`config.mk`:
```
export PLATFORM = sky130hd
export DESIGN_NAME = bsg_skid_buffer_width_p9
export DESIGN_NICKNAME = d
export VERILOG_FILES = /design/src/rtl/bsg_skid_pkg.sv /design/src/rtl/bsg_dff_en_width_p9.sv /design/src/rtl/bsg_skid_buffer_width_p9.sv
export SDC_FILE = /design/constraint.sdc
export NUM_CORES = 1
export LEC_CHECK = 0
export ABC_AREA = 0
export CAP_MARGIN = 25
export CORE_MARGIN = 2
export CORE_UTILIZATION = 41
export DETAILED_ROUTE_END_ITERATION = 7
export PLACE_DENSITY = 0.76
export SLEW_MARGIN = 20
export SYNTH_ARGS = -nofsm -noshare
export SYNTH_HDL_FRONTEND = slang
export SYNTH_HIERARCHICAL = 1
export SYNTH_SLANG_ARGS = --single-unit
```
`constraint.sdc`:
```
create_clock -name clk_i -period 4.6 [get_ports clk_i]
set_input_delay 0.46 -clock clk_i [delete_from_list [all_inputs] [get_ports clk_i]]
set_output_delay 0.46 -clock clk_i [all_outputs]
set_load 0.02 [all_outputs]
```
`src/rtl/bsg_skid_pkg.sv`:
```
// Shared types and constants for the two-entry skid buffer.
package bsg_skid_pkg;

   // Occupancy-encoded buffer state.
   typedef enum logic [1:0] {
      EMPTY = 2'd0,
      ONE   = 2'd1,
      TWO   = 2'd2
   } skid_state_e;

   // Number of entries the buffer can hold.
   localparam logic [1:0] skid_depth_lp = 2'd2;

   // Number of valid entries represented by a state.
   function automatic logic [1:0] skid_count(input skid_state_e s);
      case (s)
         EMPTY:   return 2'd0;
         ONE:     return 2'd1;
         TWO:     return 2'd2;
         default: return 2'd0;
      endcase
   endfunction

endpackage

```
`src/rtl/bsg_dff_en_width_p9.sv`:
```
// Enable-gated storage register. harden_p selects a per-bit flop
// implementation so each bit maps to its own enable flop cell; otherwise a
// plain vector register is inferred. Contents are not reset.
module bsg_dff_en_width_p9 #(
   parameter int width_p  = 9,
   parameter bit harden_p = 1'b1
) (
   input  logic               clk_i,
   input  logic               en_i,
   input  logic [width_p-1:0] data_i,
   output logic [width_p-1:0] data_o
);

   logic [width_p-1:0] data_q;

   generate
      if (harden_p) begin : g_hard
         genvar gi;
         for (gi = 0; gi < width_p; gi++) begin : g_bit
            // Per-bit enable flop.
            always_ff @(posedge clk_i) begin
               if (en_i) begin
                  data_q[gi] <= data_i[gi];
               end
            end
         end
      end else begin : g_soft
         // Vector enable register.
         always_ff @(posedge clk_i) begin
            if (en_i) begin
               data_q <= data_i;
            end
         end
      end
   endgenerate

   assign data_o = data_q;

endmodule

```
`src/rtl/bsg_skid_buffer_width_p9.sv`:
```
// Two-entry elastic buffer with ready/valid input and valid/yumi output.
// Head holds the word presented on data_o, tail holds the second word.
// ready_o and v_o come straight from the state register, so there is no
// combinational path from yumi_i to ready_o; the only combinational term on
// ready_o is reset_i, which holds the upstream off while reset is asserted.
module bsg_skid_buffer_width_p9
   import bsg_skid_pkg::*;
#(
   parameter int width_p  = 9,
   parameter bit harden_p = 1'b1
) (
   input  logic               clk_i,
   input  logic               reset_i,
   input  logic               v_i,
   input  logic [width_p-1:0] data_i,
   output logic               ready_o,
   output logic               v_o,
   output logic [width_p-1:0] data_o,
   input  logic               yumi_i
);

   skid_state_e        state_q, state_d;
   logic               enq, deq;
   logic               head_en, tail_en, head_sel_tail;
   logic [width_p-1:0] head_d, head_q, tail_q;

   assign v_o     = (state_q != EMPTY);
   assign ready_o = ~reset_i & (skid_count(state_q) < skid_depth_lp);
   assign data_o  = head_q;

   assign enq = v_i & ready_o;
   // A yumi with nothing at the head is ignored so the state cannot underflow.
   assign deq = yumi_i & v_o & ~reset_i;

   // Next-state and storage-enable decode.
   always_comb begin
      state_d       = state_q;
      head_en       = 1'b0;
      tail_en       = 1'b0;
      head_sel_tail = 1'b0;
      case (state_q)
         EMPTY: begin
            if (enq) begin
               state_d = ONE;
               head_en = 1'b1;
            end
         end
         ONE: begin
            if (enq && !deq) begin
               state_d = TWO;
               tail_en = 1'b1;
            end else if (!enq && deq) begin
               state_d = EMPTY;
            end else if (enq && deq) begin
               // Bypass: new word replaces the consumed head, no bubble.
               head_en = 1'b1;
            end
         end
         TWO: begin
            if (deq) begin
               state_d       = ONE;
               head_en       = 1'b1;
               head_sel_tail = 1'b1;
            end
         end
         default: begin
            state_d = EMPTY;
         end
      endcase
   end

   assign head_d = head_sel_tail ? tail_q : data_i;

   // State register; reset discards both entries.
   always_ff @(posedge clk_i) begin
      if (reset_i) begin
         state_q <= EMPTY;
      end else begin
         state_q <= state_d;
      end
   end

   bsg_dff_en_width_p9 #(
      .width_p (width_p),
      .harden_p(harden_p)
   ) head_reg (
      .clk_i (clk_i),
      .en_i  (head_en),
      .data_i(head_d),
      .data_o(head_q)
   );

   bsg_dff_en_width_p9 #(
      .width_p (width_p),
      .harden_p(harden_p)
   ) tail_reg (
      .clk_i (clk_i),
      .en_i  (tail_en),
      .data_i(data_i),
      .data_o(tail_q)
   );

   // Consuming from an empty buffer is a protocol error.
   a_yumi_legal: assert property (@(posedge clk_i) disable iff (reset_i)
      (yumi_i |-> v_o));

endmodule

```
Word level (Yosys, flattened, before mapping). Index checks and enable logic that the tools add are counted. W data, S select, Z words.

RAM bits: 0. Bits in registers: 20. Bits in read-only memories: 0. Latch bits: 0. Output and inout bits: 11. Memories: 0. Logic and storage cells: 54.

Order comparisons: 1. Equality and inequality tests: 5. Bitwise operators: 5. Divide/modulo/power cells: 0. Shift operators: 0. Mux-type cells: 16. Add/subtract/negate cells: 0. Multiply operators: 0. Reduce and logical (&&, ||, !) cells: 8.

Operators by type and width (number): $mux W9 (1); $mux W1 (8); $mux W2 (4); $pmux W2 S3 (1); $and A1 B1 Y1 (4); $ne A2 B2 Y1 const B (2); $pmux W2 S2 (1); $logic_and A1 B1 Y1 (3); $ne A3 B3 Y1 const B (1); $pmux W1 S3 (1); $reduce_and A3 Y1 (1); $eq A2 B1 Y1 const B (1); $eq A2 B2 Y1 const B (1); $logic_not A1 Y1 (2); $logic_not A2 Y1 (1); $lt A2 B2 Y1 const B (1); $reduce_bool A2 Y1 (1); $not A1 Y1 (1).

Longest topological paths before layout.
Depth after elaboration: 10. Depth in mapped cells: 6. Gate-level depth less buffers: 5.

By module. Netlist, hierarchy kept.

By module, submodules not included: bsg_dff_en_width_p9 (cells an instance 9, instances 2, area each 270.3 µm², seq. area each 270.3 µm²); bsg_skid_buffer_width_p9 (cells an instance 33, instances 1, area each 332.8 µm², seq. area each 40.0 µm²).

Worst setup path before layout. No wires, ideal clock.

Path kind: flip-flop to flip-flop. Start: register state_q[0]. End: register head_reg.data_q[0] (netlist: head_reg/data_o[0]), enable pin. Data arrival time: 1.560 ns. Path slack: 2.767 ns. Cell stages (with the launch flop): 6. Data required time: 4.327 ns. Clock period less this slack: 1.833 ns. Setup time: 0.273 ns. Path through: dfxtp_1 -> buf_6 -> or2_2 -> and3b_1 -> ha_1 -> a311o_2.

Elaborated cells on any way between the ends: 21.

RTL lines: start, declared (line bsg_skid_buffer_width_p9.sv:22) `skid_state_e state_q, state_d;`; start signal, assigned (line bsg_skid_buffer_width_p9.sv:79) `state_q <= state_d;`; $reduce_bool A2 Y1 (*) (line bsg_skid_buffer_width_p9.sv:27) `assign v_o = (state_q != EMPTY);`; net v_o (line bsg_skid_buffer_width_p9.sv:17) `output logic v_o,`; $and A1 B1 Y1 (*) (2 in a row) (line bsg_skid_buffer_width_p9.sv:33) `assign deq = yumi_i & v_o & ~reset_i;`; $logic_and A1 B1 Y1 (line bsg_skid_buffer_width_p9.sv:54) `end else if (enq && deq) begin`; $mux W1 (line bsg_skid_buffer_width_p9.sv:54); $mux W1 (line bsg_skid_buffer_width_p9.sv:52) `end else if (!enq && deq) begin`; $mux W1 (line bsg_skid_buffer_width_p9.sv:49) `if (enq && !deq) begin`; $pmux W1 S3 (*) (line bsg_skid_buffer_width_p9.sv:41) `case (state_q)`; net head_en (line bsg_skid_buffer_width_p9.sv:24) `logic head_en, tail_en, head_sel_tail;`; end signal, assigned by index (line bsg_dff_en_width_p9.sv:23) `data_q[gi] <= data_i[gi];`; end, declared (line bsg_dff_en_width_p9.sv:14) `logic [width_p-1:0] data_q;`.

The timed path passes the listed nets; every way through them passes the cells marked *. A chain may end at the register's enable or synchronous reset.

Final worst setup path.
Start: input port reset_i. End: output port ready_o.

Longest elaborated chain between the ends: 2.

RTL lines: start, declared (line bsg_skid_buffer_width_p9.sv:13) `input logic reset_i,`; $not A1 Y1 (line bsg_skid_buffer_width_p9.sv:28) `assign ready_o = ~reset_i & (skid_count(state_q) < skid_depth_lp);`; $and A1 B1 Y1 (line bsg_skid_buffer_width_p9.sv:28); end, declared (line bsg_skid_buffer_width_p9.sv:16) `output logic ready_o,`.

No other way between the ends.

==> reports/summary.txt <==
Total GRT Usage = 11.7%
Tot Pwr = 0.346 mW
CTS Buf Count = 3
via count = 496
fin nets = 92
hold_buf cts = 0
post-placement cell count = 99
vias in the first global route = 490
Root Driver = clkbuf_4
FF-to-FF setup slack = 2.66 ns
Worst-Skew Late Latency = 0.28 ns
flops & latches, synth = 20
CTS max path bufs = 2
largest net degree at the start of global routing = 12
Via density = 4.82
core area = 0.00198 mm²
Synth area leaders = edfxtp_1, mux2_2, dfxtp_1
max-cap violation count = 0
mapped cell area = 873 µm²
Final Hold Viols = 0
post-DP HPWL = 965 µm
Avg Inst Size Synth = 17.1 µm²
TritonCTS clock tree = done
Syn Nets = 66
drt first pass iters = 4
Leak = 0.394 nW
CTS clock-pin slew for the worst setup and hold paths = 0.10 ns
Slowest Stage Delay on Critical Path = 0.61 ns
Final Setup Violations = 0
Routed WL per cell = 12.6 µm
sequential cell fraction of total power = 60.4%
Clock power frac = 27.1%
fraction of layout cells with a size suffix above 1 = 27.6%
combinational power share = 12.5%
Pint = 0.279 mW
GPL Wtd Cong = 0.678
Final Instance Area = 0.00115 mm²
crit-path max FO = 8
crit path time final = 2.26 ns
Worst Path Required = 4.14 ns
io pins = 24
maximum clock frequency = 0.442 GHz
WS Path Type = in -> out
initial drt markers = 10
Sw Ratio = 19.5%
crit path cell chain = clkdlybuf4s50_1, nor2_1, clkdlybuf4s50_1
Critical Path Most Common Cell = clkdlybuf4s50_1
Core Util, Final = 58.1%
Min-Delay Path Class = reg -> reg
Final ANT Viol Nets = 0
FILL cells = 152
pwr dens = 301 mW/mm²
outcome = complete, no violations
RSZ-0062 raised after global routing = no
first-pass GRT wire length = 2240 µm
critical path capture point type = output port
Setup Skew = 0.00187 ns
Syn-to-layout area delta = 31.8%
routed wire length = 1300 µm
Cell variety after synth = 21
chip width = 50.2 µm
critical path's slowest cell = clkdlybuf4s50_1
initial antenna violation count = 0
top cell type's share of synthesized area = 61.9%
ANT cells = 0
worst vdd ir = 0.153 mV
clock sink count = 20
Slew Viols, Final = 0
Die Y-Extent = 50.2 µm
Syn Inst Count = 51
CP arrival = 1.80 ns
post-synth top area cell = edfxtp_1
Slew @ Worst Pin = 0.727 ns
CTS resizes = 0
Core Rows = 16
GRT overflow = 0
slew margin rel. = 51.4%
Post-CTS Repair Setup Buffers = 0
Non-Filler Instances = 103
YS warnings = 6
CTS HTree Levels = 1
setup tns final = 0 ns
crit share post-route = 49.2%
die area = 0.00252 mm²
Sw Pwr = 0.0676 mW
register area share after synthesis = 66.5%
DP Area = 0.00111 mm²
Starting Density = 44.1%
# port buffers = 23
crit start category = input port
DR DRC count = 0
cell usage after synthesis (all sizes together):
library cell	count
and3b	1
inv	1
nor4bb	1
nand4b	1
dfxtp	2
nand3b	1
nor3b	1
a21oi	1
and2b	1
a311o	1
nor2	2
a31o	1
mux2	9
buf	2
ha	2
nor4b	1
nand2	1
edfxtp	18
or3b	1
or2	2
and3	1
layout by cell type, fill, tap and decap left out, types with 2 or more instances in the layout:
cell type        count
clkdlybuf4s50_1     23
edfxtp_1            18
mux2_2               9
clkbuf_4             3
or2_2                2
nor2_1               2
ha_1                 2
dfxtp_1              2
power groups by stage:
stage / Sequential [mW] / Combinational [mW] / Clock, mW
after floorplan: 0.216 / 0.0181 / 0
after global placement: 0.213 / 0.0429 / 0
after detailed placement: 0.213 / 0.0434 / 0
after CTS: 0.209 / 0.0437 / 0.0973
after global routing: 0.210 / 0.0466 / 0.101
final: 0.209 / 0.0433 / 0.0937
sequential cells by signal, summed over array words and instances, names as in the netlist:
register         cells
head_reg/data_o      9
tail_reg/data_o      9
state_q              2
worst paths after layout:
check                      from            endpoint  depth (start not counted)
max                     reset_i             ready_o                          3
max reg2reg          state_q[0]  tail_reg/data_o[4]                          4
min reg2reg  tail_reg/data_o[0]  head_reg/data_o[0]                          1
min          tail_reg/data_o[0]  head_reg/data_o[0]                          1
kinds of logic (layout without fill, tap and decap cells):
family | Yosys count | in the layout | synth area share [%]
AOI/OAI and AO/OA | 3 | 3 | 2.86
buffers and inverters | 3 | 28 | 3.01
muxes | 9 | 9 | 11.6
DFF | 20 | 20 | 66.5
and+or+nand+nor | 14 | 14 | 13.2
adders and majority gates | 2 | 2 | 2.86
worst max-delay path: cells and delay by family:
kind	cells	cell delay [ns]
buffers and inverters	2	1.17
AND/OR/NAND/NOR	1	0.16
layout make-up:
cell class                      count  area, µm²  area share (%)
Tap cell                           27       33.8            2.93
Sequential cell                    20        581            50.4
Clock buffer                        4       36.3            3.15
Multi-Input combinational cell     28        267            23.2
Inverter                            1       3.75           0.326
Timing Repair Buffer               23        230            20.0
per-layer routing:
| metal | share of wire, % | track usage [%] | vias up |
|---|---|---|---|
| li1 | - | - | 247 |
| met1 | 47 | 17.3 | 231 |
| met4 | 0 | 2.78 | 0 |
| met5 | 0 | 0 | - |
| met3 | 7.1 | 2.98 | 0 |
| met2 | 46 | 17.1 | 18 |
through the flow:
stage	hold WS, ns	setup WS, ns
floorplan	0.523	2.77
global placement	0.530	2.22
finish	0.558	2.34
global route	0.582	2.24
detailed placement	0.532	2.12
CTS	0.562	2.33
Power figures use the tool's default switching activity.
